--- config.mk ---
export PLATFORM = sky130hd
export DESIGN_NAME = bht_gshare
export DESIGN_NICKNAME = d
export VERILOG_FILES = /design/src/rtl/bht_gshare.sv
export SDC_FILE = /design/constraint.sdc
export NUM_CORES = 1
export LEC_CHECK = 0
export ABC_CLOCK_PERIOD_IN_PS = 16120
export CORE_MARGIN = 3
export CORE_UTILIZATION = 30
export CTS_CLUSTER_DIAMETER = 30
export DETAILED_ROUTE_END_ITERATION = 10
export GPL_ROUTABILITY_DRIVEN = 0
export PLACE_DENSITY = 0.41
export SLEW_MARGIN = 20
export SYNTH_ARGS = -nofsm -noshare
export SYNTH_HDL_FRONTEND = slang
export SYNTH_SLANG_ARGS = --single-unit
--- constraint.sdc ---
create_clock -name clk -period 16.12 [get_ports clk]
set_clock_uncertainty 0.2 [all_clocks]
set_input_delay 2.418 -clock clk [delete_from_list [all_inputs] [get_ports clk]]
set_output_delay 2.418 -clock clk [all_outputs]
set_load 0.02 [all_outputs]
--- src/rtl/bht_gshare.sv ---
// Gshare branch history table: saturating counters with a sequential reset-time clear.
// Define BHT_GSHARE_EN to enable the speculative global history register and its repair path.
module bht_gshare #(
  parameter int ENTRIES = 256,
  parameter int IDX_W   = 8,
  parameter int CTR_W   = 2,
  parameter int HIST_W  = 8
) (
  input  logic              clk,
  input  logic              rst_n,
  input  logic              rdy,
  input  logic              pred_valid,
  input  logic [IDX_W-1:0]  pred_idx,
  output logic              pred_ready,
  output logic              pred_resp_valid,
  output logic              pred_taken,
  output logic [HIST_W-1:0] pred_hist,
  input  logic              upd_valid,
  input  logic [IDX_W-1:0]  upd_idx,
  input  logic [HIST_W-1:0] upd_hist,
  input  logic              upd_taken,
  input  logic              upd_mispred
);

  localparam logic [CTR_W-1:0] CTR_MAX = CTR_W'((1 << CTR_W) - 1);
  localparam logic [CTR_W-1:0] CTR_WNT = CTR_W'((1 << (CTR_W - 1)) - 1);
  localparam logic [IDX_W-1:0] LAST_IDX = IDX_W'(ENTRIES - 1);

  typedef enum logic {ST_INIT, ST_READY} state_t;

  state_t             state_q;
  logic [IDX_W-1:0]   clrPtr_q;
  logic               ready_q;
  logic               respValid_q;
  logic               taken_q;
  logic [CTR_W-1:0]   ctrTable_q [ENTRIES];

  logic [IDX_W-1:0]   ridx;
  logic [IDX_W-1:0]   widx;
  logic [CTR_W-1:0]   rdCtr;
  logic               rdTaken;
  logic [CTR_W-1:0]   wrCtr;
  logic [CTR_W-1:0]   updCtr_d;

  assign rdCtr   = ctrTable_q[ridx];
  assign rdTaken = rdCtr[CTR_W-1];
  assign wrCtr   = ctrTable_q[widx];

  always_comb begin
    updCtr_d = wrCtr;
    if (upd_taken && (wrCtr != CTR_MAX)) begin
      updCtr_d = wrCtr + CTR_W'(1);
    end else if (!upd_taken && (wrCtr != '0)) begin
      updCtr_d = wrCtr - CTR_W'(1);
    end
  end

  // Control FSM: INIT walks clrPtr over every entry once, then READY forever.
  always_ff @(posedge clk) begin
    if (!rst_n) begin
      state_q     <= ST_INIT;
      clrPtr_q    <= '0;
      ready_q     <= 1'b0;
      respValid_q <= 1'b0;
      taken_q     <= 1'b0;
    end else if (rdy) begin
      case (state_q)
        ST_INIT: begin
          clrPtr_q <= clrPtr_q + IDX_W'(1);
          if (clrPtr_q == LAST_IDX) begin
            state_q <= ST_READY;
            ready_q <= 1'b1;
          end
        end
        ST_READY: begin
          respValid_q <= pred_valid;
          if (pred_valid) begin
            taken_q <= rdTaken;
          end
        end
        default: state_q <= ST_INIT;
      endcase
    end
  end

  // Single write port, shared by the clear sweep and commit-time training.
  always_ff @(posedge clk) begin
    if (rst_n && rdy) begin
      if (state_q == ST_INIT) begin
        ctrTable_q[clrPtr_q] <= CTR_WNT;
      end else if (upd_valid) begin
        ctrTable_q[widx] <= updCtr_d;
      end
    end
  end

`ifdef BHT_GSHARE_EN
  logic [HIST_W-1:0] ghr_q;
  logic [HIST_W-1:0] ghr_d;
  logic [HIST_W-1:0] hist_q;
  logic [HIST_W:0]   specShift;
  logic [HIST_W:0]   repairShift;

  // A mispredict repair overrides the speculative shift in the same cycle.
  always_comb begin
    specShift   = {ghr_q, rdTaken};
    repairShift = {upd_hist, upd_taken};
    ghr_d       = ghr_q;
    if (pred_valid) begin
      ghr_d = specShift[HIST_W-1:0];
    end
    if (upd_valid && upd_mispred) begin
      ghr_d = repairShift[HIST_W-1:0];
    end
  end

  always_ff @(posedge clk) begin
    if (!rst_n) begin
      ghr_q  <= '0;
      hist_q <= '0;
    end else if (rdy && (state_q == ST_READY)) begin
      ghr_q <= ghr_d;
      if (pred_valid) begin
        hist_q <= ghr_q;
      end
    end
  end

  assign ridx      = pred_idx ^ IDX_W'(ghr_q);
  assign widx      = upd_idx ^ IDX_W'(upd_hist);
  assign pred_hist = hist_q;
`else
  logic unused_hist;

  assign unused_hist = ^{upd_hist, upd_mispred};
  assign ridx        = pred_idx;
  assign widx        = upd_idx;
  assign pred_hist   = '0;
`endif

  assign pred_ready      = ready_q;
  assign pred_resp_valid = respValid_q;
  assign pred_taken      = taken_q;

endmodule

**Word level (Yosys, flattened, before mapping)**

Memories as Yosys holds them, arrays and structs flattened. A register that Yosys moved wholly into a read port is not among the register bits.
Index checks and enable logic that the tools add are counted.

- Register bits after elaboration: 11
- Bits in writable memories: 512
- Input bits: 31
- Output and inout port bits: 11
- Logic and storage cells: 36
- Memories: 1

- Add/subtract/negate cells: 3
- Equal/unequal tests: 2
- Multiplexer cells: 14
- Bitwise gates (word level): 1
- Reductions and logical operators: 11

Memories:

| name | words | bits a word | rd ports | clocked after Yosys merged registers in | wr ports | RTL line | text |
|---|---|---|---|---|---|---|---|
| ctrTable_q | 256 | 2 | 2 | 1 | 1 | 36 | `logic [CTR_W-1:0] ctrTable_q [ENTRIES];` |

Operator list:

| operator | count |
|---|---|
| two-way mux 1 bit | 10 |
| adder 8 x 1 -> 8 bit (second input constant) | 1 |
| equality test 8 bit (second input constant) | 1 |
| two-way mux 8 bit | 1 |
| two-way mux 2 bit | 3 |
| AND reduction 3 bit | 2 |
| AND reduction 2 bit | 2 |
| logical AND 1 bit | 3 |
| adder 2 x 1 -> 2 bit (second input constant) | 1 |
| zero test 1 bit | 2 |
| inequality test 2 bit (second input constant) | 1 |
| nonzero test 2 bit | 1 |
| OR reduction 2 bit | 1 |
| subtractor 2 x 1 -> 2 bit (second input constant) | 1 |
| inverter 1 bit | 1 |

**Longest topological paths before layout**

Gate-level depths: netlist of the first run.

- Depth after elaboration: 6
- Depth in mapped cells: 17
- Depth with buffers taken out: 12

**Worst setup path before layout of the first run**

Ideal clock, no wire load.

- Path type: input to register
- Start: input port upd_idx[0]
- End: memory ctrTable_q[0][0] (data pin)
- Setup time: 1.636 ns
- Arrival: 12.086 ns
- Data required time: 14.284 ns
- Setup slack: 2.198 ns
- Stages: 17
- Path buffers: 5
- Cell sequence: buf_6 buf_12 buf_12 buf_12 buf_4 mux2i_1 o221ai_1 o22ai_1 nor3_1 or4_1 and2_1 nor2_1 ha_1 nor2_1 a21oi_1 nor2_1 mux2i_1

- Longest elaborated chain between the ends: 6
- Elaborated cells on any way between the ends: 10
- Those cells by class: add/sub (2); eq/ne (1); mux (3); reduce/logical (3); memory (1)

RTL lines:

| element | RTL line | text |
|---|---|---|
| start: declaration | 19 | `input logic [IDX_W-1:0] upd_idx,` |
| memory read (256 x 2 bit) * | -- |  |
| branches (longest 3 deep; another with subtractor 2 x 1 -> 2 bit) | -- |  |
| two-way mux 2 bit * | 51 | `if (upd_taken && (wrCtr != CTR_MAX)) begin` |
| two-way mux 2 bit (no line) * | -- |  |
| end: declaration | 36 |  |

Mark *: on every way between the ends.

**Worst setup path in the final report of the first run**

- Start: input port upd_idx[0]
- End: memory ctrTable_q[145][0] (data pin)

Same word-level chain as after synthesis.

==> flow_summary.json, run 1 <==
{
  "cpMostUsedCell": "buf_4",
  "grt_pass1_vias": 14400,
  "ys_ff_latch": 524,
  "antenna_left": 0,
  "row_count": 103,
  "cp.required_ns": 16.25,
  "cp_cell_sequence": "buf_8 > buf_4 > buf_4 > mux4_1 > mux4_2 > o22ai_1 > a2111oi_0 > nand2_1 > o21a_2 > inv_2 > ha_1 > inv_1 > a21oi_1 > and2_1 > mux2i_4 > buf_4 > buf_4",
  "synth_edf_count": 512,
  "numCtsBuffers": 110,
  "dr.pass1.iters": 6,
  "die_w_um": 289,
  "drc_errors": 0,
  "cts_resized": 0,
  "drt_iter0_drc": 1330,
  "max_freq_mhz": 114,
  "drive_gt1_share_pct": 27.1,
  "regToRegSetupSlack_ns": 10.39,
  "start_util_pct": 30.3,
  "utilization_pct": 36.6,
  "min_period_ns": 8.74,
  "postSynth.asyncResetShare_pct": 0,
  "cts.sinks": 524,
  "grt.overflow.total": 0,
  "n_fill_cell": 7335,
  "yosysWarnings": 0,
  "p_leak_nw": 9.13,
  "postCtsSetupBuffers": 0,
  "io_buffers": 24,
  "routed_wl_um": 73100,
  "insertion_delay_ns": 0.64,
  "vdd_drop_max_mv": 0.0803,
  "tritoncts": "yes",
  "worst-path-max-fanout": 96,
  "arrival_ns": 8.86,
  "io_pins": 42,
  "endpoint_kind": "flip-flop",
  "worst_slack_ns": 7.38,
  "vias": 13700,
  "die_y_um": 289,
  "grt_usage_pct": 17.8,
  "post-dp-hpwl_um": 43700,
  "r2r_end": "ctrTable_q[145][0]",
  "avgSynthCellArea_um2": 17.0,
  "drv_cap": 0,
  "power_density_nw_per_um2": 132,
  "synth_cell_types": 56,
  "slew_violations": 0,
  "finalCritPeriodShare_pct": 54.2,
  "areaGrowthSynthToFinish_pct": 20.7,
  "path_clk_slew_ns": 0.05,
  "reg2reg_depth": 14,
  "wl_per_cell_um": 28.0,
  "worstMarginPinSlew_ns": 1.11,
  "min_to": "pred_ready",
  "r2r_start": "ctrTable_q[211][1]",
  "cpPeakStageDelay_ns": 0.80,
  "grt_first_pass_wirelength_um": 105000,
  "antenna_found_initial": 4,
  "hp-class": "flip-flop to flip-flop",
  "vias_per_cell": 5.23,
  "slew_headroom_pct": 25.9,
  "hold_start": "pred_ready",
  "fin_tns_setup_ns": 0,
  "dp_worst_setup_slack_ns": 6.59,
  "crit_slowest_cell": "buf_4",
  "run_status": "completed",
  "core_area_um2": 79000,
  "ys.flop_type": "edfxtp_1",
  "finalNetCount": 1502,
  "postSynthCellCount": 1408,
  "whs_path_depth": 2,
  "design.die.area_um2": 83300,
  "critical_path.top_delay_family": "buffers and inverters",
  "h-tree-depth": 3,
  "start_kind": "primary input",
  "final_hold_viol_count": 0,
  "clock_path_buffers": 3,
  "syn_area_um2": 24000,
  "grt_setup_unrepaired": "no",
  "setup_viol_count_final": 0,
  "crit_type": "primary input to flip-flop",
  "synth-seq-area-share_pct": 65.2,
  "grt_max_degree": 117,
  "hold_buffers": 0,
  "root_buffer": "clkbuf_16",
  "critical_path_buf_inv_count": 7
}
[area by class of cell]
| class | count | area, µm² | area share (%) |
|---|---|---|---|
| repair buffers | 54 | 460 | 1.59 |
| flip-flops and latches | 524 | 15600 | 54.0 |
| clock inverters | 80 | 835 | 2.89 |
| well taps | 1050 | 1310 | 4.54 |
| inverters | 8 | 30.0 | 0.104 |
| clock buffers | 125 | 2880 | 9.97 |
| diodes | 1 | 2.50 | 0.00865 |
| multi-input cells | 770 | 7780 | 26.9 |
[metal layers]
metal,global-route usage [%],share of wire (%),up-vias
met4,5.03,2.0,6
li1,-,-,5816
met3,3.18,5.6,105
met5,0,0.056,-
met2,28.5,47,413
met1,25.1,45,7326
[worst min-delay path, stage by stage (launching register included)]
cell and delay (ns):
dfxtp_1 0.32, a21oi_1 0.04, nor2b_1 0.10
[synth_stat cells, types with 3 or more instances]
| cell | n | area share (%) |
|---|---|---|
| edfxtp_1 | 512 | 64 |
| nor2_1 | 274 | 4.3 |
| mux4_2 | 189 | 18 |
| nand2_1 | 69 | 1.1 |
| clkbuf_1 | 62 | 0.97 |
| mux4_1 | 28 | 3.1 |
| a21oi_1 | 19 | 0.40 |
| a22oi_1 | 19 | 0.60 |
| buf_2 | 17 | 0.36 |
| mux2i_1 | 17 | 0.71 |
| nor2b_1 | 15 | 0.39 |
| buf_4 | 12 | 0.38 |
| dfxtp_1 | 12 | 1.0 |
| o21ai_0 | 12 | 0.25 |
| and2_1 | 10 | 0.26 |
| nand3_1 | 10 | 0.21 |
| buf_1 | 9 | 0.14 |
| a211oi_1 | 8 | 0.25 |
| nand3b_1 | 8 | 0.25 |
| buf_6 | 7 | 0.33 |
| nand4_1 | 7 | 0.18 |
| o22ai_1 | 7 | 0.18 |
| or3_1 | 7 | 0.18 |
| inv_1 | 6 | 0.094 |
| nand2b_1 | 6 | 0.16 |
| nor3_1 | 6 | 0.13 |
| o221ai_1 | 5 | 0.18 |
| buf_12 | 4 | 0.33 |
| xnor2_1 | 4 | 0.15 |
| a21boi_0 | 3 | 0.094 |
| ha_1 | 3 | 0.16 |
| mux2_2 | 3 | 0.14 |
| o31ai_1 | 3 | 0.094 |
| or2_2 | 3 | 0.078 |
[power breakdown]
group / internal, mW / switching, mW / leakage [nW]
clock: 1.50 / 0.730 / 1.77
sequential: 1.48 / 0.000976 / 5.02
combinational: 0.0413 / 0.0780 / 2.34
total: 3.02 / 0.809 / 9.13
[cell usage in the layout, fill, tap and decap left out, types with 7 or more instances in the layout]
cell,synthesis,routed
a21oi_1,19,19
clkbuf_1,62,11
clkinv_4,0,11
nand4_1,7,7
bufinv_16,0,14
mux4_2,189,189
and2_1,10,10
buf_4,12,31
or3_1,7,7
a211oi_1,8,8
a22oi_1,19,19
nand3_1,10,10
edfxtp_1,512,512
o21ai_0,12,12
mux4_1,28,28
mux2i_1,17,16
clkdlybuf4s50_1,0,18
nand3b_1,8,8
dfxtp_1,12,12
conb_1,1,8
clkinv_1,0,18
nand2_2,0,8
nor2_1,274,273
clkbuf_16,0,113
clkinv_2,0,14
nor2b_1,15,14
clkinvlp_4,0,17
nand2_1,69,61
[registers in the layout (all words and copies together), names as in the netlist]
name / cells
ctrTable_q: 512
clrPtr_q: 8
pred_ready: 1
pred_resp_valid: 1
pred_taken: 1
state_q: 1
[worst max path at each step]
stage | start | endpoint | slack (ns) | cells past startpoint
after floorplan | upd_idx[0] | ctrTable_q[0][0] | 2.20 | 17
after global placement | upd_idx[0] | ctrTable_q[218][0] | 6.62 | 17
after detailed placement | upd_idx[0] | ctrTable_q[219][0] | 6.59 | 17
after CTS | upd_idx[0] | ctrTable_q[150][0] | 7.26 | 17
after global routing | upd_idx[0] | ctrTable_q[147][0] | 6.84 | 17
final | upd_idx[0] | ctrTable_q[145][0] | 7.38 | 17
[cells by family (layout without fill, tap and decap cells)]
group | Yosys count | after routing | synth area share, %
adders and majority gates | 3 | 3 | 0.157
muxes | 237 | 237 | 21.7
buffers and inverters | 121 | 267 | 2.67
xor gates and xnor gates | 5 | 5 | 0.183
AOI/OAI and AO/OA | 91 | 91 | 2.56
other | 1 | 9 | 0.0156
and+or+nand+nor | 426 | 426 | 7.56
DFF | 524 | 524 | 65.2
[stage by stage]
stage | hold WS, ns | area [µm²] | power [mW] | cells
after global placement | 0.290 | 25200 | 1.62 | 2406
after detailed placement | 0.277 | 25200 | 1.62 | 2406
after CTS | 0.292 | 28900 | 3.87 | 2611
after global routing | 0.325 | 28900 | 3.94 | 2611
final | 0.296 | 28900 | 3.83 | 2612
after floorplan | 0.306 | 24000 | 1.58 | 1415
(Power assumes the default switching activity.)
==> inputs of run 2 (changes only) <==
Settings changed: ABC_CLOCK_PERIOD_IN_PS 16120 to 7440, PLACE_DENSITY 0.41 to 0.43.
Clock period 16.12 ns to 7.44 ns, I/O delays scaled along.
==> flow_summary.json, run 2 (synthesis gave the netlist of run 1 again) <==
{
  "p_leak_nw": 9.37,
  "final_common_cell": "edfxtp_1",
  "power_density_nw_per_um2": 295,
  "max_freq_mhz": 179,
  "postCtsSetupBuffers": 0,
  "post-dp-hpwl_um": 42700,
  "die_y_um": 289,
  "numCtsBuffers": 118,
  "hold_buffers": 0,
  "grt_max_degree": 161,
  "min_to": "pred_ready",
  "grt_setup_unrepaired": "no",
  "tritoncts": "yes",
  "dp_worst_setup_slack_ns": 1.22,
  "vias": 13600,
  "grt_first_pass_wirelength_um": 102000,
  "cts_resized": 0,
  "dr.pass1.iters": 5,
  "antenna_found_initial": 0,
  "slew_headroom_pct": 25.8,
  "drive_gt1_share_pct": 27.5,
  "largestRegisters": "ctrTable_q x512, clrPtr_q x8",
  "insertion_delay_ns": 0.66,
  "vdd_drop_max_mv": 0.182,
  "antenna_cells": 0,
  "comb_power_share_pct": 3.0,
  "row_count": 103,
  "die_w_um": 289,
  "h-tree-depth": 3,
  "reg2reg_depth": 13,
  "grt_usage_pct": 17.2,
  "regToRegSetupSlack_ns": 3.20,
  "largest_register": "ctrTable_q",
  "largest_reg_flops": 512,
  "worst-path-max-fanout": 156,
  "cts.sinks": 524,
  "endpoint_kind": "flip-flop",
  "hp-class": "flip-flop to flip-flop",
  "grt.busiest_layer": "met2",
  "p_switching_mw": 1.83,
  "n_fill_cell": 7266,
  "areaGrowthSynthToFinish_pct": 22.8,
  "clock_path_buffers": 3,
  "grt_use_met3_pct": 2.68,
  "use_met1_pct": 24.2,
  "root_buffer": "clkbuf_16",
  "arrival_ns": 5.73,
  "cp.required_ns": 7.59,
  "io_pins": 42,
  "layout_common_cells": "edfxtp_1, nor2_1, mux4_2, clkbuf_16, nand2_1",
  "setup_viol_count_final": 0,
  "pwr-share-clk_pct": 60.1,
  "hold_start": "pred_ready",
  "vias_per_cell": 5.15,
  "wl_per_cell_um": 26.7,
  "use_met2_pct": 27.4,
  "power_frac_seq_pct": 36.9,
  "run_status": "completed",
  "drt_iter0_drc": 1028,
  "total_power_mw": 8.69,
  "design.die.area_um2": 83300,
  "internal_power_mw": 6.86,
  "finalNetCount": 1517,
  "start_kind": "primary input",
  "start_util_pct": 30.3,
  "core_area_um2": 79000,
  "routed_wl_um": 70500,
  "slew_violations": 0,
  "antenna_left": 0,
  "swShare_pct": 21.1,
  "r2r_end": "ctrTable_q[145][0]",
  "crit_type": "primary input to flip-flop",
  "io_buffers": 24,
  "grt.overflow.total": 0,
  "drv_cap": 0,
  "path_clk_slew_ns": 0.04,
  "min_period_ns": 5.57,
  "final_hold_viol_count": 0,
  "hold_ws_ns": 0.313,
  "worstMarginPinSlew_ns": 1.10,
  "finalCritPeriodShare_pct": 74.9,
  "grt_pass1_vias": 14500,
  "fin_tns_setup_ns": 0,
  "worst_slack_ns": 1.87,
  "r2r_start": "ctrTable_q[170][1]",
  "drc_errors": 0,
  "whs_path_depth": 2,
  "utilization_pct": 37.3
}
-- run 2: layout make-up --
type                            instances  area [µm²]  area share (%)
Tap cell                             1050        1310            4.46
Inverter                                8        30.0           0.102
Clock inverter                         87         955            3.24
Clock buffer                          138        3110            10.6
Multi-Input combinational cell        770        7770            26.4
Timing Repair Buffer                   61         641            2.18
Sequential cell                       524       15600            53.0
-- run 2: per-stage QoR --
step / cells / area (µm²)
global route: 2638 / 29400
global placement: 2412 / 25300
floorplan: 1415 / 24000
detailed placement: 2412 / 25300
finish: 2638 / 29400
CTS: 2637 / 29400
-- run 2: metal layers --
metal  wire length (µm)  part of all wire, %
met2              33600                   48
met3               3150                  4.5
met5                  0                    0
met1              32200                   46
met4               1600                  2.3
-- run 2: critical path: stages --
cell,delay (ns)
clkdlybuf4s50_1,0.74
inv_1,0.74
o221ai_1,0.32
o22ai_1,0.24
nor3_1,0.10
or4_1,0.59
and2_1,0.22
or2_1,0.23
ha_1,0.21
inv_1,0.09
a21oi_1,0.08
and2_1,0.20
mux2i_4,0.22
buf_12,0.50
-- run 2: worst max-delay path by stage --
stage	end	slack (ns)	depth (start not counted)	from
after global placement	ctrTable_q[145][0]	1.20	14	upd_idx[3]
after floorplan	ctrTable_q[0][0]	0.10	17	upd_idx[0]
after detailed placement	ctrTable_q[130][0]	1.22	14	upd_idx[3]
final	ctrTable_q[145][0]	1.87	14	upd_idx[3]
after CTS	ctrTable_q[150][0]	1.89	14	upd_idx[3]
after global routing	ctrTable_q[145][0]	1.54	14	upd_idx[3]
-- run 2: power by group through the flow --
| stage | combinational (mW) | sequential [mW] | clock [mW] |
|---|---|---|---|
| detailed placement | 0.261 | 3.26 | 0 |
| finish | 0.259 | 3.20 | 5.22 |
| global route | 0.277 | 3.20 | 5.47 |
| CTS | 0.262 | 3.20 | 5.31 |
| global placement | 0.261 | 3.26 | 0 |
| floorplan | 0.174 | 3.25 | 0 |
==> inputs of run 3 (changes only) <==
Settings changed: ABC_CLOCK_PERIOD_IN_PS 7440 to 5040.
Clock period 7.44 ns to 5.04 ns, I/O delays scaled along.
==> flow_summary.json, run 3 (synthesis gave the netlist of run 1 again) <==
{
  "grt.overflow.total": 0,
  "largest_reg_flops": 512,
  "cp.required_ns": 5.35,
  "drive_gt1_share_pct": 30.6,
  "drv_cap": 0,
  "vdd_drop_max_mv": 0.292,
  "n_fill_cell": 7234,
  "root_buffer": "clkbuf_16",
  "arrival_ns": 4.52,
  "critical_path_buf_inv_count": 5,
  "start_kind": "primary input",
  "grt_first_pass_wirelength_um": 105000,
  "reg2reg_depth": 15,
  "whs_path_depth": 2,
  "design.die.area_um2": 83300,
  "grt_pass1_vias": 14800,
  "register_area_um2": 15600,
  "p_leak_nw": 9.96,
  "slew_violations": 0,
  "swShare_pct": 20.8,
  "worstMarginPinSlew_ns": 0.915,
  "final_common_cell": "edfxtp_1",
  "dp_worst_setup_slack_ns": 0.125,
  "power_density_nw_per_um2": 442,
  "worst-path-stages": 15,
  "p_switching_mw": 2.80,
  "grt_usage_pct": 17.8,
  "multi_input_area_um2": 7770,
  "drc_errors": 0,
  "hold_buffers": 0,
  "antenna_left": 0,
  "antenna_found_initial": 3,
  "post_layout_nonfiller_instances": 2712,
  "post-dp-hpwl_um": 46500,
  "pwr-share-clk_pct": 61.8,
  "insertion_delay_ns": 0.69,
  "cp_cell_sequence": "clkbuf_8 > buf_12 > mux4_1 > mux4_2 > o22a_1 > nor2_1 > or4_1 > o21a_2 > ha_1 > inv_1 > a21oi_1 > nand2_1 > o22ai_4 > buf_12 > buf_12",
  "min_to": "pred_ready",
  "h-tree-depth": 4,
  "r2r_end": "ctrTable_q[96][0]",
  "run_status": "completed",
  "internal_power_mw": 10.7,
  "drt_iter0_drc": 1337,
  "crit_type": "primary input to flip-flop",
  "areaGrowthSynthToFinish_pct": 27.3,
  "core_area_um2": 79000,
  "tritoncts": "yes",
  "postCtsSetupBuffers": 0,
  "io_pins": 42,
  "cpPeakStageDelay_ns": 0.65,
  "min_period_ns": 4.21,
  "crit_slowest_cell": "mux4_1",
  "largest_register": "ctrTable_q",
  "r2r_start": "ctrTable_q[221][1]",
  "row_count": 103,
  "grt_setup_unrepaired": "no",
  "post-place-cells": 2474,
  "vias": 14000,
  "cts_resized": 0,
  "hold_ws_ns": 0.311,
  "vias_per_cell": 5.18,
  "hold_start": "pred_ready",
  "largestRegisters": "ctrTable_q x512, clrPtr_q x8",
  "dr.pass1.iters": 5,
  "critical_path.top_delay_family": "multiplexers",
  "numCtsBuffers": 130,
  "die_y_um": 289,
  "max_freq_mhz": 238,
  "power_frac_seq_pct": 35.1,
  "clock_path_buffers": 3,
  "hp-class": "flip-flop to flip-flop",
  "routed_wl_um": 72100,
  "wl_per_cell_um": 26.6,
  "layout_common_cells": "edfxtp_1, nor2_1, mux4_2, clkbuf_16, buf_4",
  "slew_headroom_pct": 39.0,
  "grt_max_degree": 65,
  "setup_viol_count_final": 0,
  "io_buffers": 24,
  "endpoint_kind": "flip-flop",
  "worst-path-max-fanout": 36,
  "cpMostUsedCell": "buf_12",
  "start_util_pct": 30.3,
  "worst_slack_ns": 0.831,
  "path_clk_slew_ns": 0.05,
  "fin_tns_setup_ns": 0,
  "cts.sinks": 524,
  "regToRegSetupSlack_ns": 1.21,
  "comb_power_share_pct": 3.1,
  "die_w_um": 289,
  "finalCritPeriodShare_pct": 83.5,
  "final_hold_viol_count": 0,
  "finalNetCount": 1590
}
[run 3: cell count changes in the layout (fill, tap and decap cells not counted), moves of 2 or more]
| cell | previous run | this run |
|---|---|---|
| buf_4 | 29 | 71 |
| buf_12 | 9 | 29 |
| clkbuf_16 | 122 | 135 |
| clkinvlp_4 | 19 | 6 |
| clkinv_2 | 14 | 22 |
| nand2_1 | 65 | 69 |
| nand2_2 | 4 | 0 |
| clkinv_8 | 1 | 4 |
| inv_6 | 6 | 3 |
| clkbuf_1 | 16 | 18 |
| inv_16 | 0 | 2 |
[run 3: layer usage]
metal	GRT usage, %	share of wire [%]	up-vias
li1	-	-	6015
met1	25.2	45	7375
met2	26.8	46	534
met3	4.32	7.3	113
met4	6.16	2.5	0
met5	0	0	-
[run 3: power by group through the flow]
stage | combinational [mW] | clock [mW] | sequential (mW)
after detailed placement | 0.417 | 0 | 4.81
after CTS | 0.419 | 8.46 | 4.73
after floorplan | 0.261 | 0 | 4.80
after global routing | 0.440 | 8.73 | 4.73
final | 0.412 | 8.33 | 4.73
after global placement | 0.418 | 0 | 4.81
[run 3: layout make-up]
| cell class | count | area share, % |
|---|---|---|
| sequential | 524 | 51.2 |
| multi-input combinational | 770 | 25.5 |
| tap | 1050 | 4.31 |
| antenna | 1 | 0.00821 |
| timing repair buffer | 122 | 4.36 |
| inverter | 8 | 0.0985 |
| clock inverter | 84 | 3.24 |
| clock buffer | 153 | 11.3 |
[run 3: worst min-delay path, cell delays in order, from the launching register on]
cell and delay (ns):
dfxtp_1 0.34, a21oi_1 0.05, nor2b_1 0.09
[run 3: worst max-delay path by stage]
| stage | startpoint | to | slack, ns |
|---|---|---|---|
| after global routing | upd_idx[0] | ctrTable_q[228][1] | 0.62 |
| after CTS | upd_idx[0] | ctrTable_q[130][0] | 0.85 |
| after detailed placement | upd_idx[0] | ctrTable_q[211][0] | 0.12 |
| final | upd_idx[0] | ctrTable_q[255][1] | 0.83 |
| after floorplan | upd_idx[0] | ctrTable_q[0][0] | -1.78 |
| after global placement | upd_idx[0] | ctrTable_q[142][0] | 0.12 |
[run 3: through the flow]
step,area (µm²),utilization (%),power [mW]
floorplan,24100,-,5.06
global placement,26100,33.0,5.22
detailed placement,26100,33.0,5.22
CTS,30500,38.6,13.6
global route,30500,38.6,13.9
finish,30500,38.6,13.5
